### src/rtl/rst_seq_pkg.sv
// Shared types and helpers for the reset sequencer.
//   rst_seq_state_e : sequencer FSM states
//   cnt_w(a,b,c)    : width of a counter that must hold max(a,b,c)
package rst_seq_pkg;

    typedef enum logic [2:0] {
        SYNC      = 3'd0,
        STRETCH   = 3'd1,
        WAIT_LOCK = 3'd2,
        STAGE     = 3'd3,
        DONE      = 3'd4,
        SW_HOLD   = 3'd5
    } rst_seq_state_e;

    // Width needed to hold the largest of three cycle counts without wrapping.
    function automatic int cnt_w(input int a, input int b, input int c);
        int m;
        m = a;
        if (b > m) begin
            m = b;
        end else begin
            m = m;
        end
        if (c > m) begin
            m = c;
        end else begin
            m = m;
        end
        return $clog2(m + 1);
    endfunction

endpackage

### src/rtl/rst_sync2.sv
// Two-flop reset synchroniser: asserts asynchronously, releases synchronously.
//   clk    in  : destination clock
//   arst_n in  : raw asynchronous active-low reset
//   sync_n out : synchronised active-low reset, high on the 2nd edge after arst_n rises
module rst_sync2 (
    input  logic clk,
    input  logic arst_n,
    output logic sync_n
);

    logic meta_r;

    // Shift a constant 1 through two flops; both clear immediately on arst_n low.
    always_ff @(posedge clk or negedge arst_n) begin
        if (!arst_n) begin
            meta_r <= 1'b0;
            sync_n <= 1'b0;
        end else begin
            meta_r <= 1'b1;
            sync_n <= meta_r;
        end
    end

endmodule

### src/rtl/rst_sequencer.sv
// Reset sequencer: releases NUM_DOM reset domains one at a time, in index order,
// after the raw reset has been synchronised, stretched and the PLL has locked.
//   clk        in  : system clock
//   RST_n      in  : raw asynchronous active-low reset (button / power-on)
//   pll_lock   in  : PLL lock, synchronous to clk
//   sw_rst_req in  : one-cycle software reset request
//   rst_n_out  out : per-domain active-low resets, bit 0 released first
//   seq_done   out : all domains released
//   busy       out : sequencer not in DONE
module rst_sequencer
    import rst_seq_pkg::*;
#(
    parameter int NUM_DOM     = 3,
    parameter int STRETCH_CYC = 16,
    parameter int STAGE_GAP   = 4,
    parameter int SW_HOLD_CYC = 8
) (
    input  logic               clk,
    input  logic               RST_n,
    input  logic               pll_lock,
    input  logic               sw_rst_req,
    output logic [NUM_DOM-1:0] rst_n_out,
    output logic               seq_done,
    output logic               busy
);

    localparam int CW = cnt_w(STRETCH_CYC, STAGE_GAP, SW_HOLD_CYC);
    localparam int IW = $clog2(NUM_DOM + 1);

    localparam logic [CW-1:0] STRETCH_LAST = CW'(STRETCH_CYC - 1);
    localparam logic [CW-1:0] GAP_LAST     = CW'(STAGE_GAP - 1);
    localparam logic [CW-1:0] HOLD_LAST    = CW'(SW_HOLD_CYC - 1);
    localparam logic [IW-1:0] IDX_LAST     = IW'(NUM_DOM - 1);

    logic           sync_n;
    rst_seq_state_e state_r;
    logic [CW-1:0]  cnt_r;
    logic [IW-1:0]  idx_r;

    rst_sync2 u_sync (
        .clk    (clk),
        .arst_n (RST_n),
        .sync_n (sync_n)
    );

    // Sequencer FSM with registered domain resets and status flags.
    always_ff @(posedge clk or negedge RST_n) begin
        if (!RST_n) begin
            state_r   <= SYNC;
            cnt_r     <= '0;
            idx_r     <= '0;
            rst_n_out <= '0;
            seq_done  <= 1'b0;
            busy      <= 1'b1;
        end else if (sw_rst_req) begin
            // Software request beats lock loss and any release due this cycle.
            state_r   <= SW_HOLD;
            cnt_r     <= '0;
            idx_r     <= '0;
            rst_n_out <= '0;
            seq_done  <= 1'b0;
            busy      <= 1'b1;
        end else begin
            case (state_r)
                SYNC: begin
                    // The cycle in which sync_n is first seen high is already
                    // one stable-high cycle, so the stretch count starts at 1.
                    if (sync_n) begin
                        if (STRETCH_CYC == 1) begin
                            state_r <= WAIT_LOCK;
                            cnt_r   <= '0;
                        end else begin
                            state_r <= STRETCH;
                            cnt_r   <= CW'(1);
                        end
                    end else begin
                        state_r <= SYNC;
                    end
                end
                STRETCH: begin
                    if (cnt_r == STRETCH_LAST) begin
                        state_r <= WAIT_LOCK;
                        cnt_r   <= '0;
                    end else begin
                        cnt_r <= cnt_r + CW'(1);
                    end
                end
                WAIT_LOCK: begin
                    if (pll_lock) begin
                        rst_n_out <= NUM_DOM'(1);
                        cnt_r     <= '0;
                        idx_r     <= IW'(1);
                        if (NUM_DOM == 1) begin
                            state_r  <= DONE;
                            seq_done <= 1'b1;
                            busy     <= 1'b0;
                        end else begin
                            state_r <= STAGE;
                        end
                    end else begin
                        state_r <= WAIT_LOCK;
                    end
                end
                STAGE: begin
                    if (!pll_lock) begin
                        state_r   <= WAIT_LOCK;
                        cnt_r     <= '0;
                        idx_r     <= '0;
                        rst_n_out <= '0;
                        seq_done  <= 1'b0;
                        busy      <= 1'b1;
                    end else if (cnt_r == GAP_LAST) begin
                        // Shifting in a 1 keeps the output a low-bits-set prefix.
                        rst_n_out <= (rst_n_out << 1) | NUM_DOM'(1);
                        cnt_r     <= '0;
                        idx_r     <= idx_r + IW'(1);
                        if (idx_r == IDX_LAST) begin
                            state_r  <= DONE;
                            seq_done <= 1'b1;
                            busy     <= 1'b0;
                        end else begin
                            state_r <= STAGE;
                        end
                    end else begin
                        cnt_r <= cnt_r + CW'(1);
                    end
                end
                DONE: begin
                    if (!pll_lock) begin
                        state_r   <= WAIT_LOCK;
                        cnt_r     <= '0;
                        idx_r     <= '0;
                        rst_n_out <= '0;
                        seq_done  <= 1'b0;
                        busy      <= 1'b1;
                    end else begin
                        state_r <= DONE;
                    end
                end
                SW_HOLD: begin
                    if (cnt_r == HOLD_LAST) begin
                        state_r <= STRETCH;
                        cnt_r   <= '0;
                    end else begin
                        cnt_r <= cnt_r + CW'(1);
                    end
                end
                default: begin
                    state_r   <= SYNC;
                    cnt_r     <= '0;
                    idx_r     <= '0;
                    rst_n_out <= '0;
                    seq_done  <= 1'b0;
                    busy      <= 1'b1;
                end
            endcase
        end
    end

endmodule

### config.mk
export PLATFORM = sky130hd
export DESIGN_NAME = rst_sequencer
export DESIGN_NICKNAME = d
export VERILOG_FILES = /design/src/rtl/rst_seq_pkg.sv /design/src/rtl/rst_sync2.sv /design/src/rtl/rst_sequencer.sv
export SDC_FILE = /design/constraint.sdc
export NUM_CORES = 1
export LEC_CHECK = 0
export BUFFER_PORTS_ARGS = -buffer_cell sky130_fd_sc_hd__buf_2
export CAP_MARGIN = 10
export CORE_ASPECT_RATIO = 0.8
export CORE_MARGIN = 1
export CORE_UTILIZATION = 56
export DETAILED_ROUTE_END_ITERATION = 7
export GPL_TIMING_DRIVEN = 0
export PLACE_DENSITY = 0.75
export SETUP_SLACK_MARGIN = 0.02
export SLEW_MARGIN = 10
export SYNTH_ARGS = -nofsm -noshare
export SYNTH_HDL_FRONTEND = slang
export SYNTH_SLANG_ARGS = --single-unit
export TNS_END_PERCENT = 100
### constraint.sdc
create_clock -name clk -period 5.2 [get_ports clk]
set_clock_uncertainty 0.2 [all_clocks]
set_input_delay 0.52 -clock clk [delete_from_list [all_inputs] [get_ports clk]]
set_output_delay 0.52 -clock clk [all_outputs]
set_load 0.03 [all_outputs]
==> impl_metrics.ini <==
[cts]
tritoncts.num_buffers = 3
tritoncts_num_sinks = 17
cts.path.max_buffers = 2
insertion_delay_ns = 0.30
cts.clk_slew.worst_paths_ns = 0.11
htreeDepth = 1
post-cts-setup-buffers = 0
cts_tree = done
cts_root_buf = sky130_fd_sc_hd__clkbuf_4

[power]
p_switching_mw = 0.0626
power.density_cell_area_mw_per_mm2 = 194
static-leakage-power_nw = 0.553
share_comb_of_total_power_pct = 8.5
clock_power_share_pct = 32.9
power_switching_share_pct = 26.7
peakVddDrop_mv = 0.178
internal-power_mw = 0.172
p_seq_share_pct = 58.6

[setup_path]
rr_startpoint = cnt_r[0]$_DFFE_PN0P_
r2r.worst_path.cells = 9
endpoint_kind = flip-flop
setup.reg_to_reg.worst_slack_ns = 2.82
worst-endpoint-arrival_ns = 2.43
worstReg2RegEnd = cnt_r[3]$_DFFE_PN0P_
critical_path_class = reg2reg
critical_path.startpoint_type = flip-flop
path_max_fanout = 6
crit_required_ns = 5.25

[timing]
rsz0062_at_grt = false
final.min_clock_period_ns = 2.38
setup_viol_count_final = 0
tns_ns = 0
finalHoldViolCount = 0
postLayoutSetupSlackWorst_ns = 2.82
final.hold.worst_slack_ns = 0.160
maxClockFrequency_mhz = 419
drv_slew = 0
min_period_over_period_pct = 45.9

[cells_and_area]
area_delta_synth_final_pct = 9.76
total_area_of_multi_input_combinational_cells_um2 = 612
insertedDiodeCount = 0
final_nets = 139
fillCellCount = 139
regArea_um2 = 427
postLayoutCoreUtil_pct = 69.5
final_layout_size_suffix_gt1_share_pct = 21.5
finalInstanceArea_mm2 = 0.00121

[floorplan]
ios = 9
die_w_um = 51.6
core_region_area_mm2 = 0.00174
chipHeight_um = 41.7
core.rowCount = 13
initial_core_util_pct = 63.3
die-area_mm2 = 0.00215

[route]
detailedRoute.firstPassIterationCount = 4
drt_iter0_drc = 19
drt_wl_total_um = 2240
wl_per_cell_um = 14.7
drt.antenna.violating_nets = 0
detail_route.drc_violations = 0
vias_per_cell = 6.01
vias = 914

[worst_hold_path]
hold_path_class = reg2reg
hold_path.startpoint = u_sync.meta_r$_DFF_PN0_
min_path_cells = 0
destination_of_the_worst_hold_path = u_sync.sync_n$_DFF_PN0_

[global_route]
number_of_global_route_vias_before_repair = 880
globalRoute.totalOverflow = 0
antenna_found_initial = 0
grt_start_max_net_pins = 18
grtUsageTotal_pct = 24.8
global_route_wire_length_before_repair_um = 3930

[yosys]
synth_cell_types = 44
total_of_flip_flops_plus_latches_after_synthesis = 17
mappedNetlistArea_mm2 = 0.00110
synthesis.area_per_instance_um2 = 9.42
mappedNetlistNets = 125
synth_top_family_by_area = simple AND/OR/NAND/NOR gates
synth_simple_gate_area_share_pct = 25.0
synth_async_sr_flop_share_pct = 100
synth_xor_area_share_pct = 0
synth-adder-area-share_pct = 4.54
mux_contribution_to_synthesized_area_pct = 2.04
synthesized_area_fraction_occupied_by_ao_oa_aoi_and_oai_cells_pct = 23.6
synth-edff-count = 0
netlist_instances = 117
yosys_warnings = 0
synth_flop_cell = sky130_fd_sc_hd__dfrtp_1
synth_seq_area_share_pct = 38.7

[placed_design]
dpl.hpwl_um = 1580
place_worst_setup_slack_ns = 2.85
io_buffer_count = 8
finalWeightedCongestion = 0.907
placed_cell_area_mm2 = 0.00117

[status]
run_status = complete, no violations

[job]
timing.max_cap.violations = 0
[registers in the layout (all words and copies together), names as in the netlist]
name / cells
busy: 1
cnt_r: 5
idx_r: 2
rst_n_out: 3
seq_done: 1
state_r: 3
u_sync.meta_r: 1
u_sync.sync_n: 1
[placed cells by master (no fill, tap or decap), drive strengths merged, types with 2 or more instances in the layout]
cell    Yosys  routed
o21ai      10      10
o21bai      2       2
nor2b       6       6
mux2        2       2
nor2        6       6
a22o        2       2
nand4b      2       2
nand2      12      12
clkbuf      2       5
inv         8       8
nor3b       2       2
nand3       8       8
nand2b      2       2
nand3b      2       2
dfrtp      16      16
ha          4       4
a21oi       7       7
buf         4      12
[layer usage]
layer  up-vias  wire length [µm]  share of wire (%)  GRT usage (%)
met4         0                19               0.85           7.03
met2        19               995                 44           37.1
met1       442              1110                 50           35.1
met3         2               113                5.0           6.59
li1        451                 -                  -              -
met5         -                 0                  0              0
[cells by family after synthesis]
| group | after synthesis |
|---|---|
| simple gates | 45 |
| compound gates | 34 |
| flops | 17 |
| buf+inv | 14 |
| fa+ha+maj | 4 |
| mux | 2 |
| other cells | 1 |
[power groups by stage]
stage | registers (mW) | clock network [mW] | logic (mW)
final | 0.137 | 0.0773 | 0.0199
after global routing | 0.138 | 0.0833 | 0.0226
after CTS | 0.137 | 0.0785 | 0.0200
after detailed placement | 0.140 | 0 | 0.0192
after global placement | 0.140 | 0 | 0.0186
after floorplan | 0.139 | 0 | 0.0122
[cell usage after synthesis, drive strengths merged, types with 4 or more instances]
master	instances	area, µm²
a21oi	7	35.0
buf	4	26.3
dfrtp	16	400
ha	4	50.1
inv	8	30.0
nand2	12	45.0
nand3	8	40.0
nor2	6	22.5
nor2b	6	45.0
o21ai	10	53.8
[layout make-up]
class / instances / share of cell area [%]
Clock buffer: 3 / 1.86
Tap cell: 22 / 2.28
Sequential cell: 17 / 35.3
Multi-Input combinational cell: 86 / 50.6
Buffer: 6 / 2.79
Clock inverter: 1 / 0.620
Timing Repair Buffer: 9 / 4.14
Inverter: 8 / 2.48
[worst max-delay path by stage]
stage / from / endpoint / slack, ns / cells after the start
floorplan: cnt_r[0]$_DFFE_PN0P_ / cnt_r[3]$_DFFE_PN0P_ / 3.04 / 9
global placement: cnt_r[0]$_DFFE_PN0P_ / cnt_r[3]$_DFFE_PN0P_ / 2.89 / 9
detailed placement: cnt_r[0]$_DFFE_PN0P_ / cnt_r[3]$_DFFE_PN0P_ / 2.85 / 9
CTS: cnt_r[0]$_DFFE_PN0P_ / cnt_r[3]$_DFFE_PN0P_ / 2.82 / 9
global route: cnt_r[0]$_DFFE_PN0P_ / cnt_r[3]$_DFFE_PN0P_ / 2.68 / 9
finish: cnt_r[0]$_DFFE_PN0P_ / cnt_r[3]$_DFFE_PN0P_ / 2.82 / 9
[stage by stage]
step | total power, mW | instances
2_1_floorplan | 0.152 | 117
3_3_place_gp | 0.159 | 147
3_5_place_dp | 0.159 | 147
4_1_cts | 0.236 | 152
5_1_grt | 0.244 | 152
6_report | 0.235 | 152
[timing repair]
action / 4_1_cts / 5_1_grt
gates resized for setup: 0 / 0
hold buffers: 1 / 0
endpoints found under the hold margin: 16 / 0
[worst max-delay path, cell delays in order (launching register included)]
cell and delay (ns):
sky130_fd_sc_hd__dfrtp_1 0.42, sky130_fd_sc_hd__ha_1 0.27, sky130_fd_sc_hd__nand3_1 0.13, sky130_fd_sc_hd__inv_1 0.05, sky130_fd_sc_hd__ha_1 0.17, sky130_fd_sc_hd__inv_1 0.07
sky130_fd_sc_hd__o21ai_0 0.14, sky130_fd_sc_hd__a22o_4 0.29, sky130_fd_sc_hd__or4b_1 0.51, sky130_fd_sc_hd__nand3_1 0.08
Note: power is estimated with default switching activity, not from simulation.
